**config.mk**
```make
export PLATFORM = sky130hd
export DESIGN_NAME = bit_index_encoder
export DESIGN_NICKNAME = d
export VERILOG_FILES = /design/src/rtl/bit_index_encoder.sv
export SDC_FILE = /design/constraint.sdc
export NUM_CORES = 1
export LEC_CHECK = 0
export CORE_AREA = 2 2 50 52
export CTS_CLUSTER_DIAMETER = 60
export DETAILED_ROUTE_END_ITERATION = 8
export DIE_AREA = 0 0 52 54
export HOLD_SLACK_MARGIN = 0.12
export PLACE_DENSITY = 0.81
export REMOVE_ABC_BUFFERS = 1
export SLEW_MARGIN = 25
export SYNTH_ARGS = -nofsm -noshare
export SYNTH_HDL_FRONTEND = slang
export SYNTH_SLANG_ARGS = --single-unit
export TNS_END_PERCENT = 20
```
**constraint.sdc**
```tcl
create_clock -name clk -period 2.2 [get_ports clk]
set_input_delay 0.22 -clock clk [delete_from_list [all_inputs] [get_ports clk]]
set_output_delay 0.22 -clock clk [all_outputs]
set_load 0.05 [all_outputs]
```
**src/rtl/bit_index_encoder.sv**
```systemverilog
// bit_index_encoder
//   Registered priority encoder with valid/ready handshakes on both sides.
//   Single mode emits one beat with the priority set bit; scan mode emits one
//   beat per set bit in priority order. Zero and multi-hot vectors are flagged.
//
// Ports:
//   clk        system clock, rising edge
//   rst_n      asynchronous active-low reset
//   in_valid   in_vec/in_mode valid
//   in_ready   block can accept a vector this cycle
//   in_vec     N-bit vector to encode
//   in_mode    0 = single, 1 = scan
//   out_valid  out_idx/flags valid
//   out_ready  consumer accepts current beat
//   out_idx    index of current set bit
//   out_last   final beat for this vector
//   out_zero   latched vector was all zeros
//   out_multi  latched vector had more than one bit set
module bit_index_encoder #(
  parameter int N         = 8,
  parameter bit MSB_FIRST = 1'b0
) (
  input  logic                 clk,
  input  logic                 rst_n,
  input  logic                 in_valid,
  output logic                 in_ready,
  input  logic [N-1:0]         in_vec,
  input  logic                 in_mode,
  output logic                 out_valid,
  input  logic                 out_ready,
  output logic [$clog2(N)-1:0] out_idx,
  output logic                 out_last,
  output logic                 out_zero,
  output logic                 out_multi
);

  localparam int IDX_W = $clog2(N);

  typedef enum logic {
    IDLE = 1'b0,
    EMIT = 1'b1
  } state_t;

  state_t           state_q, state_d;
  logic [N-1:0]     pend_q, pend_d;
  logic             mode_q, mode_d;
  logic             zero_q, zero_d;
  logic             multi_q, multi_d;

  logic             valid_q, valid_d;
  logic [IDX_W-1:0] idx_q, idx_d;
  logic             last_q, last_d;
  logic             ozero_q, ozero_d;
  logic             omulti_q, omulti_d;

  logic             accept;
  logic             beat;

  // Priority index of a vector; 0 when the vector is empty.
  function automatic logic [IDX_W-1:0] prio_idx(input logic [N-1:0] v);
    logic [IDX_W-1:0] r;
    r = '0;
    for (int unsigned i = 0; i < N; i++) begin
      if (MSB_FIRST) begin
        if (v[i]) r = IDX_W'(i);
      end else begin
        if (v[N-1-i]) r = IDX_W'(N-1-i);
      end
    end
    return r;
  endfunction

  function automatic logic more_than_one(input logic [N-1:0] v);
    return (v & (v - N'(1))) != '0;
  endfunction

  function automatic logic exactly_one(input logic [N-1:0] v);
    return (v != '0) && !more_than_one(v);
  endfunction

  assign beat     = valid_q & out_ready;
  assign in_ready = (state_q == IDLE) | ((state_q == EMIT) & beat & last_q);
  assign accept   = in_valid & in_ready;

  // Output registers are loaded from the next-state values so the decoded
  // beat appears the cycle after accept/advance with no input-to-output path.
  always_comb begin
    state_d  = state_q;
    pend_d   = pend_q;
    mode_d   = mode_q;
    zero_d   = zero_q;
    multi_d  = multi_q;
    valid_d  = valid_q;
    idx_d    = idx_q;
    last_d   = last_q;
    ozero_d  = ozero_q;
    omulti_d = omulti_q;

    if (state_q == EMIT && beat) begin
      if (last_q) begin
        state_d = IDLE;
      end else begin
        pend_d = pend_q & ~(N'(1) << idx_q);
      end
    end

    if (accept) begin
      state_d = EMIT;
      pend_d  = in_vec;
      mode_d  = in_mode;
      zero_d  = (in_vec == '0);
      multi_d = more_than_one(in_vec);
    end

    valid_d = (state_d == EMIT);
    if (state_d == EMIT) begin
      idx_d    = prio_idx(pend_d);
      last_d   = zero_d | ~mode_d | exactly_one(pend_d);
      ozero_d  = zero_d;
      omulti_d = multi_d;
    end
  end

  always_ff @(posedge clk or negedge rst_n) begin
    if (!rst_n) begin
      state_q  <= IDLE;
      pend_q   <= '0;
      mode_q   <= 1'b0;
      zero_q   <= 1'b0;
      multi_q  <= 1'b0;
      valid_q  <= 1'b0;
      idx_q    <= '0;
      last_q   <= 1'b0;
      ozero_q  <= 1'b0;
      omulti_q <= 1'b0;
    end else begin
      state_q  <= state_d;
      pend_q   <= pend_d;
      mode_q   <= mode_d;
      zero_q   <= zero_d;
      multi_q  <= multi_d;
      valid_q  <= valid_d;
      idx_q    <= idx_d;
      last_q   <= last_d;
      ozero_q  <= ozero_d;
      omulti_q <= omulti_d;
    end
  end

  assign out_valid = valid_q;
  assign out_idx   = idx_q;
  assign out_last  = last_q;
  assign out_zero  = ozero_q;
  assign out_multi = omulti_q;

endmodule

```
== After elaboration in Yosys (flattened, before gate mapping) ==
Cells that the tools add are included.

* Register bits: 18
* Latch bits: 0
* Bits in writable memories: 0
* ROM bits: 0
* Bits of input ports: 13
* Output and inout port bits: 8
* Word-level logic and storage cells: 49
* Memories kept: 0

* Add/sub/neg operators: 2
* $mul: 0
* Div/mod/pow operators: 0
* Order comparisons: 0
* Equal/unequal tests: 0
* Shifts and indexed selects: 1
* Mux-type cells: 17
* Bitwise logic cells: 13
* Reductions and logical operators: 7

{| class="wikitable"
|+ Operators by type and width
! cell !! number
|-
| AND 8 bit || 3
|-
| two-way mux 3 bit || 8
|-
| two-way mux 8 bit || 3
|-
| nonzero test 8 bit || 3
|-
| subtractor 8 x 1 -> 8 bit, second input constant || 2
|-
| logical NOT 8 bit || 1
|-
| inverter 8 bit || 1
|-
| << shifter 1 x 3 -> 8 bit, first input constant || 1
|-
| two-way mux 1 bit || 6
|-
| AND 1 bit || 4
|-
| OR 1 bit || 3
|-
| logical AND 1 bit || 2
|-
| inverter 1 bit || 2
|-
| logical NOT 1 bit || 1
|}

== Depth between registers and ports, before layout ==
Gate-level depths: netlist of run 1.

* Depth in word-level cells: 14
* Depth in mapped cells: 8
* Mapped depth without buffers: 8

== Worst setup path after synthesis of run 1 ==
No wires, ideal clock.

* Path kind: reg-to-reg
* Start: register valid_q, in the netlist out_valid
* End: register last_q, in the netlist out_last
* Library setup time: 0.128 ns
* Arrival time: 2.287 ns
* Data required time: 2.072 ns
* Setup slack: -0.214 ns
* Cell stages (with the launch flop): 9
* Period minus slack after synthesis: 2.414 ns
* Cell sequence: dfrtp_1 a21boi_4 inv_4 and3_4 or2_0 buf_2 xor2_1 a2111oi_4 nor3_2

* Longest elaborated chain between the ends: 12
* Elaborated cells between the ends (all ways): 23
* Those cells by class: add/sub (1); mux (7); bitwise (10); reduce/logical (5)

{| class="wikitable"
|+ RTL lines
! what !! line !! text
|-
| from (decl) || 50 || <nowiki>logic valid_q, valid_d;</nowiki>
|-
| from (signal assigned) || 142 || <nowiki>valid_q <= valid_d;</nowiki>
|-
| AND 1 bit || 81 || <nowiki>assign beat = valid_q & out_ready;</nowiki>
|-
| AND 1 bit (2 in a row) || 82 || <nowiki>assign in_ready = (state_q == IDLE) | ((state_q == EMIT) & beat & last_q);</nowiki>
|-
| OR 1 bit (*) || 82 ||
|-
| named net in_ready || 26 || <nowiki>output logic in_ready,</nowiki>
|-
| AND 1 bit (*) || 83 || <nowiki>assign accept = in_valid & in_ready;</nowiki>
|-
| two-way mux 8 bit (*) || 107 || <nowiki>if (accept) begin</nowiki>
|-
| named net pend_d[7] || 45 || <nowiki>logic [N-1:0] pend_q, pend_d;</nowiki>
|-
| subtractor 8 x 1 -> 8 bit || 74 || <nowiki>return (v & (v - N'(1))) != '0;</nowiki>
|-
| AND 8 bit || 74 ||
|-
| nonzero test 8 bit || 74 ||
|-
| logical NOT 1 bit || 78 || <nowiki>return (v != '0) && !more_than_one(v);</nowiki>
|-
| logical AND 1 bit (*) || 78 ||
|-
| OR 1 bit (*) || 118 || <nowiki>last_d = zero_d | ~mode_d | exactly_one(pend_d);</nowiki>
|-
| to (signal assigned) || 144 || <nowiki>last_q <= last_d;</nowiki>
|-
| to (decl) || 52 || <nowiki>logic last_q, last_d;</nowiki>
|}

Mark *: on every way through the listed nets, which the timed path passes. The rest lies on a longest branch.
A chain may end at the register's enable or synchronous reset.

== Worst setup path in the final report of run 1 ==
* Start: input out_ready
* End: register last_q, in the netlist out_last

* Longest elaborated chain between the ends: 12
* Elaborated cells between the ends (all ways): 21
* Those cells by class: add/sub (1); mux (6); bitwise (9); reduce/logical (5)

{| class="wikitable"
|+ RTL lines
! what !! line !! text
|-
| from (decl) || 30 || <nowiki>input logic out_ready,</nowiki>
|-
| AND 1 bit (*) || 81 ||
|-
| AND 1 bit (2 in a row) || 82 ||
|-
| OR 1 bit || 82 ||
|-
| AND 1 bit || 83 ||
|-
| two-way mux 8 bit || 107 ||
|-
| subtractor 8 x 1 -> 8 bit || 74 ||
|-
| AND 8 bit || 74 ||
|-
| nonzero test 8 bit || 74 ||
|-
| logical NOT 1 bit || 78 ||
|-
| logical AND 1 bit || 78 ||
|-
| OR 1 bit || 118 ||
|}

Every way passes the cells marked *; elsewhere a longest branch is shown, timed or not.

==> results of run 1 <==
report_power, final:
group          switching, uW  internal (uW)  total [uW]
sequential              86.8            455         542
clock                    108            101         209
combinational            728            609        1340
total                    923           1160        2090
critical path: cells and delay by family:
kind | cells | cell delay, ns
buf+inv | 2 | 0.78
simple gates | 3 | 0.70
compound gates | 3 | 0.64
state kept, by name, indices dropped and copies added, names as in the netlist:
signal	cells
out_idx	3
zero_q	1
multi_q	1
out_zero	1
out_multi	1
mode_q	1
pend_q	8
out_valid	1
out_last	1
layout make-up:
class / count / area, um2
Multi-Input combinational cell: 83 / 623
Timing Repair Buffer: 52 / 438
Fill cell: 173 / 712
Clock buffer: 4 / 36.3
Sequential cell: 18 / 452
Tap cell: 30 / 37.5
Inverter: 5 / 21.3
Yosys cell counts (2+ instances only):
library cell and n:
nand3_1 7, o21ai_0 7, nand2b_1 2, a21oi_1 3, or3_1 3, nand2_1 7, o221ai_1 3, maj3_1 3
nor2_1 8, o31ai_1 2, inv_1 4, or2_2 2, o21ai_2 3, nor3_1 4, dfrtp_1 18
how the worst max path moves through the flow:
stage	to	slack [ns]	depth (start not counted)
after floorplan	out_last	-0.25	6
after global placement	out_last	-0.16	7
after detailed placement	out_last	-0.20	8
after CTS	out_last	0.02	6
after global routing	out_last	-0.03	6
final	out_last	0.06	8
cells by family after synthesis:
family,after synthesis
flops,18
buf+inv,8
mux,2
xor+xnor,1
simple gates,43
fa+ha+maj,3
compound gates,34
timing repair:
item | CTS | global route
hold buffers | 0 | 0
setup endpoints to repair | 0 | 3
resized for setup | 0 | 12
setup buffers | 0 | 1
cell usage in the layout (no fill, tap or decap), types with 2 or more instances in the layout:
cell type / Yosys / routed
buf_4: 0 / 33
clkdlybuf4s50_1: 0 / 19
dfrtp_1: 18 / 17
nor2_1: 8 / 8
nand2_1: 7 / 7
nand3_1: 7 / 7
o21ai_2: 3 / 5
inv_1: 4 / 4
o21ai_0: 7 / 4
nor3_1: 4 / 4
or3_1: 3 / 3
maj3_1: 3 / 3
a21oi_1: 3 / 3
clkbuf_4: 0 / 3
or2_2: 2 / 2
o21ai_1: 1 / 2
nand2b_1: 2 / 2
o221ai_1: 3 / 2
o31ai_1: 2 / 2
metrics by stage:
| step | area (um2) | cells | setup TNS (ns) | util |
|---|---|---|---|---|
| final | 1610 | 192 | 0 | 0.693 |
| after global placement | 1520 | 187 | -0.334 | 0.657 |
| after floorplan | 1060 | 106 | -0.253 | - |
| after CTS | 1560 | 191 | 0 | 0.673 |
| after detailed placement | 1520 | 187 | -0.476 | 0.657 |
| after global routing | 1610 | 192 | -0.0302 | 0.693 |
routing by layer:
| metal | vias to the layer above | routed length, um | share of wire |
|---|---|---|---|
| met5 | - | 0 | 0 |
| met4 | 0 | 114 | 0.035 |
| met3 | 14 | 158 | 0.048 |
| met2 | 58 | 1630 | 0.50 |
| met1 | 546 | 1370 | 0.42 |
| li1 | 524 | - | - |
==> impl_results.md, run 1 <==
- Status: finished clean
- Largest cells by area after synthesis: dfrtp_1 (42%), nand3_1 (3.3%), o21ai_0 (3.3%)
- Share of post-route cells with drive strength above 1: 0.352
- Critical Path End Type: register
- Netlist Area Pre-Place: 0.00108 mm2
- Ys flop type: dfrtp_1
- Worst setup path startpoint: out_ready
- Setup WS post-layout: 0.0586 ns
- H-tree depth: 1
- Final worst path period need: 2.14 ns
- First-pass GRT wire length: 5150 um
- GRT Residual Overflow: 0
- Hold violation total from the final report: 0
- Port buffer count: 20
- RePlAce Congestion: 0.941
- P&R area growth vs syn: 49.4%
- Cts bufs inserted: 3
- Mean cell area of the mapped netlist: 9.87 um2
- Vias in the first global route: 1120
- Vias: 1142
- Slew at the pin closest to its max-slew limit: 0.504 ns
- RSZ-0062 raised after global routing: yes
- ANT nets after route: 0
- Max-cap violations: 0
- Endpoint of the worst register-to-register path: out_last
- Min-Delay Path Class: input pin to asynchronous set/reset pin
- R2R depth: 7
- EDFF count, synth: 0
- Setup WS pre-CTS: -0.203 ns
- Max VDD drop: 955 uV
- FF+latch count, synth: 18
- M3 GR Usage: 0.0278
- Area leader, netlist: dfrtp_1
- DIE AREA: 0.00281 mm2
- Final Setup Violations: 0
- XOR/XNOR Fraction of Synth Area: 0.00814
- Compound-cell area share of the yosys netlist: 0.264
- Overall Global Routing Usage: 0.257
- Ant. Diodes: 0
- CP Data Required Time: 2.40 ns
- Post-synthesis cell count: 109
- Crit path max fanout: 4
- Slew Viols, Final: 0
- DP Wirelength: 2440 um
- Routed WL: 3270 um
- Max stage delay on crit path: 0.61 ns
- Met1 GRT Util: 0.298
- Max-Slew Margin vs Limit: 0.663
- Skew-Pair Late Insertion Delay: 0.30 ns
- Period utilisation layout: 0.973
- PD cells: 1300 mW/mm2
- Synthesis Warnings: 0
- LEAKAGE: 0.000679 uW
- Avg Vias per Cell: 5.95
- Largest family of logic cells by synthesized area: compound AO/OA/AOI/OAI gates
- Share of the synthesized area in the top cell type: 0.419
- Synth Area in Adders: 0.0279
- Initial Utilization: 0.464
- Synth Area in Simple Gates: 0.223
- Die X: 52 um
- # clock sinks: 18
- Clock Skew: 0.0155 ns
- Critical path class: input pin to register
- Clk buf depth: 2
- Critical path cell sequence: clkdlybuf4s50_1 > a21boi_4 > buf_4 > o221ai_1 > nand4_1 > or4_4 > a2111oi_4 > nor3_2
- TritonRoute pass-1 iters: 4
- Reg2reg setup slack: 0.07 ns
- Seq/Total Area, Yosys: 0.419
- # rows: 18
- Reg2reg start: out_valid
- Clock Tree Root: clkbuf_4
- Ports: 21
- Initial antenna violation count: 0
- CTS tree: done
- Worst hold-check slack: 0.236 ns
- Busiest layer in global routing: met2
- Critical Path Slowest Stage Cell: clkdlybuf4s50_1
- Core area: 0.00232 mm2
- Final nets: 176
- Reg clk slew, reported paths: 0.12 ns
- Routed wire per std cell: 17.0 um
- Final Power: 2090 uW
- Initial DRC Count: 59
- Die Y-Extent: 54 um
- Largest net degree at the start of global routing: 19
- WP data arrival: 2.34 ns
- Grt met2 use: 0.475
- Max Clk Rate: 0.467 GHz
- Multiplexer share of the synthesized area: 0.0198
- Synth unique cells: 48
- Post-synth ARST share: 1.00
- CP Launch Type: input pin
- DRC Markers: 0
Power figures use the tool's default switching activity.
==> run 2: changes to the inputs <==
--- a/config.mk
+++ b/config.mk
@@ -12,7 +12,7 @@
 export HOLD_SLACK_MARGIN = 0.12
 export PLACE_DENSITY = 0.81
 export REMOVE_ABC_BUFFERS = 1
-export SLEW_MARGIN = 25
+export SLEW_MARGIN = 5
 export SYNTH_ARGS = -nofsm -noshare
 export SYNTH_HDL_FRONTEND = slang
 export SYNTH_SLANG_ARGS = --single-unit
==> results of run 2 <==
The final DEF is identical to that of run 1; final timing and power are the same.
==> run 3: changes to the inputs <==
--- a/config.mk
+++ b/config.mk
@@ -5,6 +5,7 @@
 export SDC_FILE = /design/constraint.sdc
 export NUM_CORES = 1
 export LEC_CHECK = 0
+export CAP_MARGIN = 40
 export CORE_AREA = 2 2 50 52
 export CTS_CLUSTER_DIAMETER = 60
 export DETAILED_ROUTE_END_ITERATION = 8
==> results of run 3 <==
The final DEF is identical to that of run 1; final timing and power are the same.
